===== src/rtl/jump_unit.sv =====
// jump_unit: control-transfer stage for an RV32/RV64 integer core.
//   Owns the architectural PC, resolves JAL/JALR targets, flags misaligned
//   jump targets, accepts external redirects and registers its result behind
//   a valid/ready handshake. Also keeps a saturating count of taken jumps.
// Ports:
//   clk, rst                  clock (rising edge), async active-high reset
//   in_valid/in_ready         instruction handshake from fetch
//   in_instr, in_rs1_val      instruction at pc and its rs1 operand (JALR)
//   redirect_valid/_pc        external PC override, wins over accept
//   pc                        current architectural PC
//   out_valid/out_ready       result handshake towards writeback/redirect
//   out_pc_next               next PC, or faulting target when out_exc=1
//   out_rd_addr/data/we       link register write
//   out_jump, out_exc         taken jump / instruction-address-misaligned
//   jump_count                saturating count of taken jumps
module jump_unit #(
    parameter int              XLEN     = 32,
    parameter logic [XLEN-1:0] RESET_PC = {XLEN{1'b0}},
    parameter int              IALIGN   = 32,
    parameter int              CNT_W    = 16
) (
    input  logic             clk,
    input  logic             rst,
    input  logic             in_valid,
    output logic             in_ready,
    input  logic [31:0]      in_instr,
    input  logic [XLEN-1:0]  in_rs1_val,
    input  logic             redirect_valid,
    input  logic [XLEN-1:0]  redirect_pc,
    output logic [XLEN-1:0]  pc,
    output logic             out_valid,
    input  logic             out_ready,
    output logic [XLEN-1:0]  out_pc_next,
    output logic [4:0]       out_rd_addr,
    output logic [XLEN-1:0]  out_rd_data,
    output logic             out_rd_we,
    output logic             out_jump,
    output logic             out_exc,
    output logic [CNT_W-1:0] jump_count
);

    localparam logic [6:0]       OP_JAL  = 7'b1101111;
    localparam logic [6:0]       OP_JALR = 7'b1100111;
    localparam logic [CNT_W-1:0] CNT_MAX = {CNT_W{1'b1}};

    logic [XLEN-1:0]  pc_r;
    logic             out_valid_r;
    logic [XLEN-1:0]  out_pc_next_r;
    logic [4:0]       out_rd_addr_r;
    logic [XLEN-1:0]  out_rd_data_r;
    logic             out_rd_we_r;
    logic             out_jump_r;
    logic             out_exc_r;
    logic [CNT_W-1:0] jump_count_r;

    logic             is_jal_s;
    logic             is_jalr_s;
    logic             is_jump_s;
    logic [XLEN-1:0]  j_imm_s;
    logic [XLEN-1:0]  i_imm_s;
    logic [XLEN-1:0]  link_s;
    logic [XLEN-1:0]  target_s;
    logic             exc_s;
    logic             take_s;
    logic             rd_we_s;
    logic             accept_s;

    // Handshake: a slot is free when empty or when the consumer drains it now.
    always_comb begin
        in_ready = !out_valid_r || out_ready;
        accept_s = in_valid && in_ready && !redirect_valid;
    end

    // Decode and target resolution against the current architectural PC.
    always_comb begin
        is_jal_s  = (in_instr[6:0] == OP_JAL);
        is_jalr_s = (in_instr[6:0] == OP_JALR) && (in_instr[14:12] == 3'b000);
        is_jump_s = is_jal_s || is_jalr_s;
        j_imm_s   = {{(XLEN-21){in_instr[31]}}, in_instr[31], in_instr[19:12],
                     in_instr[20], in_instr[30:21], 1'b0};
        i_imm_s   = {{(XLEN-12){in_instr[31]}}, in_instr[31:20]};
        link_s    = pc_r + {{(XLEN-3){1'b0}}, 3'd4};
        target_s  = link_s;
        if (is_jal_s) begin
            target_s = pc_r + j_imm_s;
        end else if (is_jalr_s) begin
            // JALR clears bit 0 of the computed address.
            target_s = (in_rs1_val + i_imm_s) & ~{{(XLEN-1){1'b0}}, 1'b1};
        end else begin
            target_s = link_s;
        end
        // Only jumps can fault; with compressed support halfword targets are legal.
        if (IALIGN == 32) begin
            exc_s = is_jump_s && target_s[1];
        end else begin
            exc_s = 1'b0;
        end
        take_s  = is_jump_s && !exc_s;
        rd_we_s = take_s && (in_instr[11:7] != 5'd0);
    end

    // PC, result register and taken-jump counter.
    always_ff @(posedge clk or posedge rst) begin
        if (rst) begin
            pc_r          <= RESET_PC;
            out_valid_r   <= 1'b0;
            out_pc_next_r <= {XLEN{1'b0}};
            out_rd_addr_r <= 5'd0;
            out_rd_data_r <= {XLEN{1'b0}};
            out_rd_we_r   <= 1'b0;
            out_jump_r    <= 1'b0;
            out_exc_r     <= 1'b0;
            jump_count_r  <= {CNT_W{1'b0}};
        end else if (redirect_valid) begin
            // A redirect flushes any pending result and blocks accept this cycle.
            pc_r        <= redirect_pc;
            out_valid_r <= 1'b0;
        end else if (accept_s) begin
            out_valid_r   <= 1'b1;
            out_pc_next_r <= target_s;
            out_rd_addr_r <= in_instr[11:7];
            out_rd_data_r <= link_s;
            out_rd_we_r   <= rd_we_s;
            out_jump_r    <= take_s;
            out_exc_r     <= exc_s;
            if (!exc_s) begin
                pc_r <= target_s;
            end else begin
                pc_r <= pc_r;
            end
            if (take_s && (jump_count_r != CNT_MAX)) begin
                jump_count_r <= jump_count_r + {{(CNT_W-1){1'b0}}, 1'b1};
            end else begin
                jump_count_r <= jump_count_r;
            end
        end else if (out_ready) begin
            out_valid_r <= 1'b0;
        end else begin
            out_valid_r <= out_valid_r;
        end
    end

    assign pc          = pc_r;
    assign out_valid   = out_valid_r;
    assign out_pc_next = out_pc_next_r;
    assign out_rd_addr = out_rd_addr_r;
    assign out_rd_data = out_rd_data_r;
    assign out_rd_we   = out_rd_we_r;
    assign out_jump    = out_jump_r;
    assign out_exc     = out_exc_r;
    assign jump_count  = jump_count_r;

endmodule


===== config.mk =====
export PLATFORM = sky130hd
export DESIGN_NAME = jump_unit
export DESIGN_NICKNAME = d
export VERILOG_FILES = /design/src/rtl/jump_unit.sv
export SDC_FILE = /design/constraint.sdc
export NUM_CORES = 1
export LEC_CHECK = 0
export CAP_MARGIN = 20
export CORE_MARGIN = 5
export CORE_UTILIZATION = 55
export DETAILED_ROUTE_END_ITERATION = 6
export HOLD_SLACK_MARGIN = 0.15
export PLACE_DENSITY = 0.95
export SLEW_MARGIN = 10
export SYNTH_ARGS = -nofsm -noshare
export SYNTH_HDL_FRONTEND = slang
export SYNTH_SLANG_ARGS = --single-unit

===== constraint.sdc =====
create_clock -name clk -period 6.9 [get_ports clk]
set_clock_uncertainty 0.1 [all_clocks]
set_input_delay 1.38 -clock clk [delete_from_list [all_inputs] [get_ports clk]]
set_output_delay 1.38 -clock clk [all_outputs]
set_load 0.005 [all_outputs]

==> run metrics <==
status finished, final reports clean; max cap viols 0; ant diodes 0; Ys Warns 0; largest net degree at the start of global routing 83; Post-synth EDFFs 0; register area 3030 µm²; share of power burned in registers 0.318; TritonRoute pass-1 iters 6; Final Hold Fails 0; Cell Pwr Density 235 nW/µm²; Initial Utilization 0.555; Fillers 1133; global-route wire length before repair 51300 µm; startpoint types input port; share of post-route cells with drive strength above 1 0.0516; Worst setup EP type register; ys flop type dfrtp_1; fraction of synthesized area in multiplexers 0.00935; Comb power frac 0.333; sequential fraction of the synthesis area 0.333; nets 1471; clock tree sinks 121; DP Wirelength 24300 µm; # hold bufs at CTS 0; final period utilization 0.672; Iter 0 DRT Violations 1333; post-route ant nets 0; post_cts resized 0; number of remaining DRC errors 0; Max Slew Vio Count 0; unique cell type count in the Yosys netlist 70; XOR/XNOR Fraction of Synth Area 0.0953; Clock Latency Late Sink 430 ps; H-tree Lvls 4; Reg clk slew, reported paths 60 ps; multi-input logic area 5770 µm²; WHS Endpoint out_rd_addr[2]$_DFFE_PP0P_; TNS Setup 0 ps; main combinational cell family by area after synthesis compound AO/OA/AOI/OAI gates; syn_area_per_cell 8.20 µm²; reg2reg path depth 13; Rel. slew slack 0.429; reg2reg start pc[1]$_DFFE_PP0P_; CTS tree yes; Synth top cells by count nand2_1, dfrtp_1, a21oi_1, o21ai_0, nor2_1; hold path startpoint out_rd_addr[2]$_DFFE_PP0P_; Synth Area in Adders 0.0897; Clk pwr share 0.349; Mapped Area 9100 µm²; clock buffer depth 2; Hold Path Stages 2; crit path DAT 4870 ps; die extent in y 139 µm; total track usage 0.330; Net Switching 947 µW; Root Driver clkbuf_16; antenna violations before repair 0; VDD IR max 0.140 mV; FMAX 216 MHz; post-DR vias/cell 6.38; min-delay worst type register to register; top cell type's share of synthesized area 0.333; most frequent cell after synthesis nand2_1; Setup CP Type input port to register; Buffers on Ports 222; Worst-Margin Slew 849 ps; R2R Setup Slk 3310 ps; worst reg2reg endpoint pc[31]$_DFFE_PP0P_; vias in the first global route 9478; Finish-stage setup viols 0; P_int 1910 µW; simple-gate portion of the synthesized area 0.200; total CTS buffers 17; unrepaired setup endpoints after global routing false; via count 9813; Period minus WS final 4640 ps; Synth Area in Compound Gates 0.238; P&R area growth vs syn 33.2%; Util after Layout 0.739; #FFs+latches synth 121; Pleak 0.00523 µW; Setup Buffers After CTS 0; grt ovf 0; Critical Path Fanout Max 4; wire per inst 21.4 µm; post-synthesis async set-or-reset flop share 1.00; io pins 223; syn nets 1275; Critical Path RT 7130 ps; gp weighted congestion 0.993; die area 19200 µm²; Gate Count Post-Synth 1110; Rows 47; area leader, netlist dfrtp_1; drt total wl 32900 µm; die width 139 µm; total core area 16400 µm²; Area contributors post-synth dfrtp_1, ha_1, nand2_1; switching share of total power 0.332
[sequential cells by signal, indices dropped and copies added, names as in the netlist]
name,flops
jump_count,16
out_exc,1
out_jump,1
out_pc_next,32
out_rd_addr,5
out_rd_data,32
out_rd_we,1
out_valid,1
pc,32
[worst max-delay path, stage by stage]
cell	delay [ps]
clkdlybuf4s50_1	580
ha_1	280
inv_1	80
fa_1	370
nor2b_1	210
o211ai_1	150
a21bo_2	230
a21oi_1	250
o21ai_1	160
a21oi_1	340
o22ai_1	190
xnor2_1	280
a211oi_1	110
o31ai_1	250
[worst max-delay path by stage]
stage	startpoint	to	slack (ps)	cells after the start
2_1_floorplan	rst	jump_count[0]$_DFFE_PP0P_	2210	1
3_3_place_gp	in_instr[31]	pc[31]$_DFFE_PP0P_	1940	12
3_5_place_dp	in_instr[31]	pc[31]$_DFFE_PP0P_	1880	12
4_1_cts	in_instr[31]	pc[31]$_DFFE_PP0P_	2300	12
5_1_grt	in_instr[31]	pc[31]$_DFFE_PP0P_	2080	12
6_report	in_instr[21]	pc[31]$_DFFE_PP0P_	2260	14
[final cells by class]
type                            instances  share of cell area
Clock inverter                         14              0.0182
Clock buffer                           18              0.0354
Inverter                               21             0.00671
Sequential cell                       121               0.250
Tap cell                              220              0.0227
Timing Repair Buffer                  233               0.191
Multi-Input combinational cell        912               0.476
[logic make-up (layout without fill, tap and decap cells)]
family	after synthesis	after routing
XOR/XNOR	99	99
multiplexers	8	8
buffers and inverters	77	286
AND/OR/NAND/NOR	399	399
adder cells (fa/ha/maj)	64	64
flip-flops	121	121
AO/OA/AOI/OAI	342	342
[per-layer routing]
layer	vias to the layer above	routed length, µm	GRT usage
li1	4378	-	-
met1	4606	13100	0.438
met2	707	14700	0.513
met3	122	3900	0.0955
met4	0	1300	0.128
met5	-	0	0
[per-stage QoR]
stage,cells,hold slack (ps),setup slack [ps],total power (µW),area [µm²]
final,1539,378,2260,2850,12100
after floorplan,1110,367,2210,1390,9100
after detailed placement,1506,363,1880,1830,11400
after global placement,1506,357,1940,1810,11400
after global routing,1539,403,2080,2970,12100
after CTS,1538,378,2300,2820,12100
[cell usage in the layout (no fill, tap or decap), types with 4 or more instances in the layout]
cell / instances
clkdlybuf4s50_1: 221
nand2_1: 202
dfrtp_1: 121
a21oi_1: 99
o21ai_0: 87
nor2_1: 72
ha_1: 62
xnor2_1: 52
xor2_1: 47
a21o_1: 29
nand3_1: 24
inv_1: 20
nand4_1: 19
clkbuf_16: 17
o211ai_1: 13
o21a_1: 12
and3_1: 12
nor3b_1: 12
o21bai_1: 12
a211oi_1: 11
o221ai_1: 11
nor3_1: 10
buf_4: 10
and2_1: 9
o21ai_1: 8
o22ai_1: 8
nor2b_1: 7
or3_1: 6
o31ai_1: 6
a221o_1: 5
a31oi_1: 5
bufinv_16: 5
and4_1: 4
nor4_1: 4
nand2b_1: 4
mux2_2: 4
mux2i_1: 4
clkinv_4: 4
[power groups by stage]
| stage | clock, µW | combinational [µW] | sequential [µW] |
|---|---|---|---|
| 5_1_grt | 1030 | 1020 | 914 |
| 3_5_place_dp | 0 | 917 | 909 |
| 4_1_cts | 991 | 930 | 900 |
| 3_3_place_gp | 0 | 902 | 903 |
| 6_report | 995 | 950 | 907 |
| 2_1_floorplan | 0 | 496 | 891 |
Note: power is estimated with default switching activity, not from simulation.
